==> config.mk <==
export PLATFORM = sky130hd
export DESIGN_NAME = cci_test_mmio_initiator
export DESIGN_NICKNAME = d
export VERILOG_FILES = /design/src/rtl/cci_test_mmio_pkg.sv /design/src/rtl/cci_test_mmio_tid_tracker.sv /design/src/rtl/cci_test_mmio_initiator.sv
export SDC_FILE = /design/constraint.sdc
export NUM_CORES = 1
export LEC_CHECK = 0
export BUFFER_PORTS_ARGS = -buffer_cell sky130_fd_sc_hd__buf_2
export CAP_MARGIN = 20
export CORE_ASPECT_RATIO = 0.6
export CORE_MARGIN = 3
export CORE_UTILIZATION = 30
export DETAILED_ROUTE_END_ITERATION = 8
export PLACE_DENSITY = 0.63
export SLEW_MARGIN = 20
export SYNTH_ARGS = -nofsm -noshare
export SYNTH_HDL_FRONTEND = slang
export SYNTH_SLANG_ARGS = --single-unit
==> constraint.sdc <==
create_clock -name clk -period 2.3 [get_ports clk]
set_input_delay 0.46 -clock clk [delete_from_list [all_inputs] [get_ports clk]]
set_output_delay 0.46 -clock clk [all_outputs]
set_load 0.05 [all_outputs]
==> src/rtl/cci_test_mmio_pkg.sv <==
// Shared types and constants for the CCI-P MMIO test initiator.
package cci_test_mmio_pkg;

    localparam int unsigned MMIO_SLOT_IDX_W = 4;

    typedef logic [MMIO_SLOT_IDX_W-1:0] t_mmio_slot_idx;
    typedef logic [15:0]                t_cci_mmio_addr;
    typedef logic [8:0]                 t_ccip_tid;

    typedef struct packed {
        logic           is_write;
        t_cci_mmio_addr addr;
        logic [63:0]    data;
    } t_mmio_cmd;

    localparam logic [1:0] MMIO_LEN_8B = 2'b01;

endpackage

==> src/rtl/cci_test_mmio_tid_tracker.sv <==
// Read-slot tracker: busy bitmap, per-slot timeout timers and the
// lowest-free / lowest-expired priority encoders.
module cci_test_mmio_tid_tracker
    import cci_test_mmio_pkg::*;
#(
    parameter int unsigned MAX_OUTSTANDING = 4,
    parameter int unsigned TIMEOUT_CYCLES  = 1024
) (
    input  logic                       clk,
    input  logic                       reset_n,
    input  logic                       alloc_en,
    output t_mmio_slot_idx             alloc_idx,
    output logic                       any_free,
    input  logic                       rsp_free_en,
    input  t_mmio_slot_idx             rsp_free_idx,
    input  logic                       exp_ack,
    output logic                       exp_valid,
    output t_mmio_slot_idx             exp_idx,
    output logic [MAX_OUTSTANDING-1:0] busy
);

    localparam int unsigned TW = $clog2(TIMEOUT_CYCLES);
    localparam logic [TW-1:0] TIMER_LOAD = TW'(TIMEOUT_CYCLES - 1);

    logic [TW-1:0] timer [MAX_OUTSTANDING];

    // A slot being freed by a response this cycle never counts as expired.
    always_comb begin
        any_free  = 1'b0;
        alloc_idx = '0;
        exp_valid = 1'b0;
        exp_idx   = '0;
        for (int unsigned i = 0; i < MAX_OUTSTANDING; i++) begin
            if (!busy[i] && !any_free) begin
                any_free  = 1'b1;
                alloc_idx = t_mmio_slot_idx'(i);
            end
            if (busy[i] && (timer[i] == '0) && !exp_valid &&
                !(rsp_free_en && (rsp_free_idx == t_mmio_slot_idx'(i)))) begin
                exp_valid = 1'b1;
                exp_idx   = t_mmio_slot_idx'(i);
            end
        end
    end

    always_ff @(posedge clk or negedge reset_n) begin
        if (!reset_n) begin
            busy <= '0;
            for (int unsigned i = 0; i < MAX_OUTSTANDING; i++) begin
                timer[i] <= '0;
            end
        end else begin
            for (int unsigned i = 0; i < MAX_OUTSTANDING; i++) begin
                if (alloc_en && any_free && (alloc_idx == t_mmio_slot_idx'(i))) begin
                    busy[i]  <= 1'b1;
                    timer[i] <= TIMER_LOAD;
                end else if ((rsp_free_en && (rsp_free_idx == t_mmio_slot_idx'(i))) ||
                             (exp_ack && exp_valid && (exp_idx == t_mmio_slot_idx'(i)))) begin
                    busy[i] <= 1'b0;
                end else if (busy[i] && (timer[i] != '0)) begin
                    timer[i] <= timer[i] - TW'(1);
                end
            end
        end
    end

endmodule

==> src/rtl/cci_test_mmio_initiator.sv <==
// Host-side MMIO initiator: issues c0Rx-style CSR requests, matches c2Tx read
// responses by TID, and reports timeout / bad-TID / misaligned errors.
module cci_test_mmio_initiator
    import cci_test_mmio_pkg::*;
#(
    parameter int unsigned MAX_OUTSTANDING = 4,
    parameter int unsigned TIMEOUT_CYCLES  = 1024,
    parameter int unsigned CNT_WIDTH       = 16
) (
    input  logic                 clk,
    input  logic                 reset_n,
    input  logic                 cmd_valid,
    output logic                 cmd_ready,
    input  logic                 cmd_is_write,
    input  logic [15:0]          cmd_addr,
    input  logic [63:0]          cmd_data,
    output logic                 mmio_rd_valid,
    output logic                 mmio_wr_valid,
    output logic [15:0]          mmio_addr,
    output logic [8:0]           mmio_tid,
    output logic [1:0]           mmio_len,
    output logic [63:0]          mmio_data,
    input  logic                 rsp_valid,
    input  logic [8:0]           rsp_tid,
    input  logic [63:0]          rsp_data,
    output logic                 rd_done_valid,
    output logic [8:0]           rd_done_tid,
    output logic [63:0]          rd_done_data,
    output logic                 err_misaligned,
    output logic                 err_timeout,
    output logic                 err_bad_tid,
    output logic [8:0]           err_tid,
    output logic [4:0]           num_outstanding,
    output logic [CNT_WIDTH-1:0] rd_issued_cnt
);

    logic [1:0]                 rst_sync;
    t_mmio_cmd                  cmd;
    logic                       accept, rd_issue, wr_issue, mis_now;
    logic                       rsp_hit, rsp_bad, mis_pend, mis_fire, exp_fire;
    logic [MAX_OUTSTANDING-1:0] busy;
    t_mmio_slot_idx             alloc_idx, exp_idx;
    logic                       any_free, exp_valid;
    logic [4:0]                 busy_cnt;

    cci_test_mmio_tid_tracker #(
        .MAX_OUTSTANDING (MAX_OUTSTANDING),
        .TIMEOUT_CYCLES  (TIMEOUT_CYCLES)
    ) u_tracker (
        .clk          (clk),
        .reset_n      (reset_n),
        .alloc_en     (rd_issue),
        .alloc_idx    (alloc_idx),
        .any_free     (any_free),
        .rsp_free_en  (rsp_valid && rsp_hit),
        .rsp_free_idx (t_mmio_slot_idx'(rsp_tid)),
        .exp_ack      (exp_fire),
        .exp_valid    (exp_valid),
        .exp_idx      (exp_idx),
        .busy         (busy)
    );

    always_ff @(posedge clk or negedge reset_n) begin
        if (!reset_n) rst_sync <= '0;
        else          rst_sync <= {rst_sync[0], 1'b1};
    end

    always_comb begin
        cmd       = '{is_write: cmd_is_write, addr: cmd_addr, data: cmd_data};
        cmd_ready = rst_sync[1] && !(cmd_valid && !cmd.is_write && !any_free);
        accept    = cmd_valid && cmd_ready;
        mis_now   = accept && cmd.addr[0];
        rd_issue  = accept && !cmd.is_write && !cmd.addr[0];
        wr_issue  = accept &&  cmd.is_write && !cmd.addr[0];
        rsp_hit   = 1'b0;
        busy_cnt  = '0;
        for (int unsigned i = 0; i < MAX_OUTSTANDING; i++) begin
            if (busy[i] && (rsp_tid == t_ccip_tid'(i))) rsp_hit = 1'b1;
            busy_cnt = busy_cnt + 5'(busy[i]);
        end
        rsp_bad  = rsp_valid && !rsp_hit;
        // Expiry waits (timer held at 0) while a bad TID owns the error pulse.
        exp_fire = exp_valid && !rsp_bad;
        mis_fire = (mis_now || mis_pend) && !rsp_bad && !exp_valid;
    end

    always_ff @(posedge clk or negedge reset_n) begin
        if (!reset_n) begin
            mmio_rd_valid   <= 1'b0;
            mmio_wr_valid   <= 1'b0;
            mmio_addr       <= '0;
            mmio_tid        <= '0;
            mmio_len        <= '0;
            mmio_data       <= '0;
            rd_done_valid   <= 1'b0;
            rd_done_tid     <= '0;
            rd_done_data    <= '0;
            err_misaligned  <= 1'b0;
            err_timeout     <= 1'b0;
            err_bad_tid     <= 1'b0;
            err_tid         <= '0;
            mis_pend        <= 1'b0;
            num_outstanding <= '0;
            rd_issued_cnt   <= '0;
        end else begin
            mmio_rd_valid <= rd_issue;
            mmio_wr_valid <= wr_issue;
            if (rd_issue || wr_issue) begin
                mmio_addr <= cmd.addr;
                mmio_tid  <= rd_issue ? t_ccip_tid'(alloc_idx) : '0;
                mmio_len  <= MMIO_LEN_8B;
                mmio_data <= rd_issue ? '0 : cmd.data;
            end
            rd_done_valid <= rsp_valid && rsp_hit;
            if (rsp_valid && rsp_hit) begin
                rd_done_tid  <= rsp_tid;
                rd_done_data <= rsp_data;
            end
            err_bad_tid    <= rsp_bad;
            err_timeout    <= exp_fire;
            err_misaligned <= mis_fire;
            if (rsp_bad)       err_tid <= rsp_tid;
            else if (exp_fire) err_tid <= t_ccip_tid'(exp_idx);
            else               err_tid <= '0;
            mis_pend        <= (mis_now || mis_pend) && !mis_fire;
            num_outstanding <= busy_cnt;
            if (rd_issue && (rd_issued_cnt != '1))
                rd_issued_cnt <= rd_issued_cnt + CNT_WIDTH'(1);
        end
    end

endmodule

==> results of run 1 <==
==> flip-flops by register name, indices dropped and copies added, names as in the netlist, 2 cells and up <==
name             flops
u_tracker.timer     40
rd_done_tid          9
mmio_addr           16
mmio_tid             2
rd_issued_cnt       16
err_tid              9
u_tracker.busy       4
num_outstanding      3
rd_done_data        64
mmio_data           64
rst_sync             2
==> critical path, stage by stage, from the launching register on <==
cell and delay (ns):
dfrtp_1 0.38, or4_4 0.56, or4b_4 0.56, nor4_4 0.26, nor3_2 0.07, mux2_4 0.30
==> power by group through the flow <==
stage          clock network (mW)  logic (mW)  registers (mW)
6_report                     4.06        4.03            5.37
5_1_grt                      4.38        4.41            5.47
4_1_cts                      4.21        4.04            5.36
3_5_place_dp                    0        3.98            5.41
3_3_place_gp                    0        3.90            5.40
2_1_floorplan                   0        1.46            6.51
==> layout make-up <==
| type | count | area share |
|---|---|---|
| Sequential cell | 237 | 0.443 |
| Multi-Input combinational cell | 732 | 0.280 |
| Timing Repair Buffer | 415 | 0.174 |
| Clock buffer | 33 | 0.0504 |
| Tap cell | 416 | 0.0388 |
| Clock inverter | 8 | 0.00934 |
| Inverter | 20 | 0.00560 |
==> layout by cell type (no fill, tap or decap), drive strengths merged, types with 14 or more instances in the layout <==
| master | instances |
|---|---|
| clkbuf | 33 |
| and2 | 17 |
| inv | 20 |
| nand3 | 18 |
| or3 | 14 |
| nor2 | 26 |
| dfrtp | 237 |
| nand2 | 408 |
| buf | 414 |
| xnor2 | 21 |
| o21ai | 88 |
==> final timing paths <==
kind	start	slack [ns]	endpoint
max in group asynchronous	reset_n	1.24	mmio_addr[0]$_DFFE_PN0P_
setup / recovery	u_tracker.timer[6]$_DFFE_PN0P_	0.05	u_tracker.timer[9]$_DFFE_PN0P_
setup reg to reg	u_tracker.timer[6]$_DFFE_PN0P_	0.05	u_tracker.timer[9]$_DFFE_PN0P_
hold reg to reg	rst_sync[0]$_DFF_PN0_	0.35	rst_sync[1]$_DFF_PN0_
hold / removal	rsp_data[45]	0.12	rd_done_data[45]$_DFFE_PN0N_
min in group asynchronous	reset_n	0.36	u_tracker.timer[7]$_DFFE_PN0P_
==> logic make-up after synthesis <==
family / share of synthesized area
muxes: 0.00672
AOI/OAI and AO/OA: 0.0740
buffers and inverters: 0.0349
and+or+nand+nor: 0.241
DFF: 0.601
xor gates and xnor gates: 0.0284
adders and majority gates: 0.0134
other: 0.000761
==> through the flow <==
| step | worst slack, ns | utilization |
|---|---|---|
| 3_3_place_gp | -0.285 | 0.393 |
| 2_1_floorplan | -0.156 | - |
| 4_1_cts | -0.0697 | 0.421 |
| 6_report | 0.0461 | 0.422 |
| 5_1_grt | -0.0307 | 0.422 |
| 3_5_place_dp | -0.366 | 0.393 |
==> per-layer routing <==
layer	GRT usage	vias up	wire length, µm
met4	0.0273	4	468
met2	0.261	282	13200
met1	0.217	3994	12800
met5	0	-	32
li1	-	4143	-
met3	0.0481	39	2350
==> what timing repair did <==
| item | in CTS | in global routing |
|---|---|---|
| setup buffers | 3 | 0 |
| hold endpoints to repair | 20 | 0 |
| hold buffers | 1 | 0 |
| endpoints found under the setup margin | 3 | 20 |
| gates resized for setup | 10 | 7 |
| pin swaps | 6 | 5 |
==> results.sh, run 1 <==
export IMPL_initial_core_util=0.311
export IMPL_io_pins=359
export IMPL_rsz0062_at_grt="true"
export IMPL_power_frac_comb=0.299
export IMPL_root_buffer="clkbuf_16"
export IMPL_gp_congestion=0.790
export IMPL_setup_viol=0
export IMPL_ys_types=58
export IMPL_yosysSeqAreaShare=0.601
export IMPL_cp_start_kind="flop"
export IMPL_grt_pass1_vias=8381
export IMPL_yosysWarnings=0
export IMPL_stdcell_area_um2=13400
export IMPL_worst_slew_pin_slew_ns=0.724
export IMPL_path_clk_slew_ns=0.07
export IMPL_core_area_um2=31800
export IMPL_cts_buffers=24
export IMPL_viasPerCell=4.55
export IMPL_synthFlopType="dfrtp_1"
export IMPL_place_inst=1816
export IMPL_portBuffers=348
export IMPL_place_area_um2=12500
export IMPL_vias=8462
export IMPL_intPower_mw=8.65
export IMPL_whs_ns=0.121
export IMPL_wl_per_cell_um=15.5
export IMPL_worstPathMaxFanout=4
export IMPL_ys_ff_latch=237
export IMPL_worstPathRequired_ns=2.71
export IMPL_cts_tree="yes"
export IMPL_netlist_area_um2=9870
export IMPL_diodes=0
export IMPL_p_sw_mw=4.81
export IMPL_synth_edf_count=0
export IMPL_clock_latency_ns=0.53
export IMPL_period_minus_slack_ns=2.25
export IMPL_skew_ns=0.00759
export IMPL_drt_iter0_drc=355
export IMPL_row_count=50
export IMPL_synth_top_cells_by_count="nand2_1, dfrtp_1, o21ai_0"
export IMPL_pwr_share_seq=0.399
export IMPL_wl_um=28900
export IMPL_dp_final_hpwl_um=21400
export IMPL_die_h_um=146
export IMPL_critPathArrivalTime_ns=2.67
export IMPL_gr_total_overflow=0
export IMPL_ir_worst_vdd_uv=512
export IMPL_finalCritPeriodShare=0.980
export IMPL_syn_instance_count=1041
export IMPL_grtUsageTotal=0.161
export IMPL_drc_errors=0
export IMPL_clock_sinks=237
export IMPL_clockPowerShare=0.301
export IMPL_hold_path_class="input pin to flop"
export IMPL_seqCellArea_um2=5930
export IMPL_die_area_um2=35200
export IMPL_r2r_cells=5
export IMPL_status="finished clean"
export IMPL_relSlewSlack=0.518
export IMPL_synthArstFlopShare=1.00
export IMPL_die_w_um=240
export IMPL_htreeDepth=1
export IMPL_grt_pass1_wl_um=46000
export IMPL_grt_max_degree=87
export IMPL_dr_pass1_iters=4
export IMPL_antenna_found_initial=3
export IMPL_synth_largest_area_cell="dfrtp_1"
export IMPL_final_nets=1598
export IMPL_cp_end_kind="flop"
export IMPL_power_total_mw=13.5
export IMPL_final_cell_count_no_fill=1861
export IMPL_drive_gt1_frac=0.334
export IMPL_cap_violations=0
export IMPL_fmax_ghz=0.444
export IMPL_slew_viol_final=0
export IMPL_synth_area_per_cell_um2=9.48
export IMPL_final_setup_tns_ns=0
export IMPL_multi_input_area_um2=3750
export IMPL_synthTopCellsByArea="dfrtp_1, nand2_1, o21ai_0, xnor2_1, clkbuf_1"
export IMPL_synthDominantCellAreaShare=0.601
export IMPL_p_per_area_nw_per_um2=1000
export IMPL_crit_type="flop to flop"
export IMPL_hold_viol_final=0
export IMPL_hold_depth=3
export IMPL_ant_nets=0
export IMPL_clk_path_buf_depth=3
export IMPL_leakage_nw=7.28
export IMPL_p_sw_frac=0.357
export IMPL_nFillCells=3120
export IMPL_syn_to_final_growth_pct=35.8
export IMPL_synth_most_common_cell="nand2_1"
Note: power is estimated with default switching activity, not from simulation.
==> run 2, diff against run 1 <==
- ABC_AREA: unset -> 1
==> run 2 against run 1 <==
Against the previous run: first-iteration DRC count up 63%; sequential share of layout area down 0.74 points; register-to-register slack improved by 0.09 ns; largest power group unchanged; power rose by 5.0%; fmax up 4.0%; setup slack improved by 0.087 ns.
==> results.sh, run 2 <==
export IMPL_status="finished clean"
export IMPL_dr_pass1_iters=4
export IMPL_stdcell_area_um2=13600
export IMPL_synthFlopType="dfrtp_1"
export IMPL_final_nets=1630
export IMPL_hold_path_class="input pin to flop"
export IMPL_reg_top3="mmio_data x64, rd_done_data x64, u_tracker.timer x40"
export IMPL_wl_um=28600
export IMPL_die_area_um2=36400
export IMPL_io_pins=359
export IMPL_worstPathMaxFanout=2
export IMPL_syn_to_final_growth_pct=33.4
export IMPL_relSlewSlack=0.651
export IMPL_final_cell_mix="nand2_1, buf_2, dfrtp_1, inv_1, a22o_1"
export IMPL_grt_pass1_wl_um=44900
export IMPL_worst_slew_pin_slew_ns=0.524
export IMPL_cts_buffers=25
export IMPL_die_w_um=244
export IMPL_path_clk_slew_ns=0.06
export IMPL_viasPerCell=4.46
export IMPL_hold_viol_final=0
export IMPL_slew_viol_final=0
export IMPL_core_area_um2=33000
export IMPL_worstPathRequired_ns=1.84
export IMPL_whs_ns=0.124
export IMPL_crit_buf_inv=2
export IMPL_synthDominantCellAreaShare=0.581
export IMPL_portBuffers=348
export IMPL_crit_path_max_incr_delay_ns=0.37
export IMPL_yosysWarnings=0
export IMPL_antenna_found_initial=2
export IMPL_synth_top_cells_by_count="nand2_1, dfrtp_1, inv_1"
export IMPL_clock_latency_ns=0.54
export IMPL_synthTopCellsByArea="dfrtp_1, nand2_1, a22o_1, inv_1, nand3_1"
export IMPL_ir_worst_vdd_uv=438
export IMPL_ant_nets=0
export IMPL_ys_ff_latch=237
export IMPL_post_place_ws_ns=0.0738
export IMPL_synth_most_common_cell="nand2_1"
export IMPL_wl_per_cell_um=14.8
export IMPL_root_buffer="clkbuf_16"
export IMPL_gp_congestion=0.839
export IMPL_skew_ns=0.0244
export IMPL_clk_path_buf_depth=3
export IMPL_grt_max_degree=73
export IMPL_netlist_area_um2=10200
export IMPL_cpMaxStageDelayCell="dfrtp_1"
export IMPL_final_setup_tns_ns=0
export IMPL_path_cells="ha_2 > nand3_1 > o21a_4 > buf_4 > buf_6"
export IMPL_place_area_um2=12700
export IMPL_gr_total_overflow=0
export IMPL_setup_viol=0
export IMPL_rsz0062_at_grt="true"
export IMPL_leakage_nw=7.71
export IMPL_final_util=0.413
export IMPL_fmax_ghz=0.462
export IMPL_dp_final_hpwl_um=20700
export IMPL_nFillCells=3290
export IMPL_grt_pass1_vias=8455
export IMPL_cp_end_kind="primary output"
export IMPL_critPathArrivalTime_ns=1.71
export IMPL_critical_path_top_delay_family="flip-flops"
export IMPL_die_h_um=149
export IMPL_initial_core_util=0.310
export IMPL_period_minus_slack_ns=2.17
export IMPL_fin_ws_ns=0.133
export IMPL_crit_type="flop to primary output"
export IMPL_drc_errors=0
export IMPL_synthArstFlopShare=1.00
export IMPL_synth_edf_count=0
export IMPL_ys_types=44
export IMPL_clock_sinks=237
export IMPL_synth_area_per_cell_um2=9.47
export IMPL_diodes=0
export IMPL_drive_gt1_frac=0.346
export IMPL_mostFrequentLayoutCell="nand2_1"
export IMPL_drt_iter0_drc=579
export IMPL_cap_violations=0
export IMPL_synth_largest_area_cell="dfrtp_1"
export IMPL_syn_instance_count=1078
export IMPL_row_count=51
export IMPL_vias=8608
export IMPL_grtUsageTotal=0.151
export IMPL_finalCritPeriodShare=0.942
export IMPL_htreeDepth=1
export IMPL_cp_start_kind="flop"
export IMPL_yosysSeqAreaShare=0.581
export IMPL_cts_tree="yes"
export IMPL_p_per_area_nw_per_um2=1040
run 2: worst reg2reg max path, stage by stage (launching register included):
cell and delay, ns:
dfrtp_1 0.36, inv_1 0.12, ha_1 0.19, inv_1 0.09, nor4_4 0.28, nand4_1 0.23
nor2_2 0.22, nor2_4 0.07, nand2_4 0.10, nand2_4 0.06, nand2_4 0.11, nand2_4 0.09
nand2_1 0.07, nand2_1 0.05
run 2: per-stage QoR:
stage                     cells  power, mW
after floorplan            1087       8.81
after global placement     1876       10.0
after detailed placement   1876       10.1
after CTS                  1921       14.1
after global routing       1929       15.0
final                      1929       14.1
run 2: timing repair:
item                                    4_1_cts  5_1_grt
gates resized for setup                       1       26
hold endpoints to repair                     58        0
endpoints found under the setup margin        1       26
pin swaps                                     0       14
setup buffers                                 0        8
hold buffers                                  1        0
run 2: final cells by class:
| type | instances | area (µm²) | area share |
|---|---|---|---|
| timing repair buffer | 397 | 2230 | 0.164 |
| clock inverter | 11 | 93.8 | 0.00689 |
| clock buffer | 33 | 676 | 0.0496 |
| multi-input combinational | 703 | 3760 | 0.276 |
| tap | 450 | 563 | 0.0413 |
| sequential | 237 | 5930 | 0.435 |
| inverter | 98 | 370 | 0.0272 |
run 2: power breakdown:
part | total [mW] | switching [mW] | internal, mW
registers | 5.44 | 0.565 | 4.87
clock network | 3.88 | 1.70 | 2.18
logic | 4.82 | 3.24 | 1.58
run 2: final timing paths:
path	slack (ns)	startpoint	cells after the start	to
min in group asynchronous	0.49	reset_n	2	rd_issued_cnt[5]$_DFFE_PN0P_
min	0.12	rsp_data[51]	3	rd_done_data[51]$_DFFE_PN0N_
min reg2reg	0.36	rst_sync[0]$_DFF_PN0_	0	rst_sync[1]$_DFF_PN0_
max	0.13	u_tracker.busy[1]$_DFFE_PN0P_	5	cmd_ready
max in group asynchronous	1.09	reset_n	3	rd_done_data[29]$_DFFE_PN0N_
max reg2reg	0.14	u_tracker.timer[10]$_DFFE_PN0P_	13	u_tracker.timer[5]$_DFFE_PN0P_
run 2: per-layer routing:
metal	track usage	wire length [µm]	vias up
li1	-	-	4216
met4	0.0308	548	4
met1	0.209	12900	4086
met5	0	27	-
met2	0.242	13100	258
met3	0.0384	1970	44
run 2: cells by family (layout without fill, tap and decap cells):
| kind of cell | Yosys count | in the layout | synth area share |
|---|---|---|---|
| and+or+nand+nor | 533 | 533 | 0.228 |
| DFF | 237 | 237 | 0.581 |
| buffers and inverters | 147 | 539 | 0.0648 |
| AOI/OAI and AO/OA | 123 | 123 | 0.0909 |
| xor gates and xnor gates | 26 | 26 | 0.0223 |
| adders and majority gates | 10 | 10 | 0.0130 |
| other | 2 | 11 | 0.000735 |
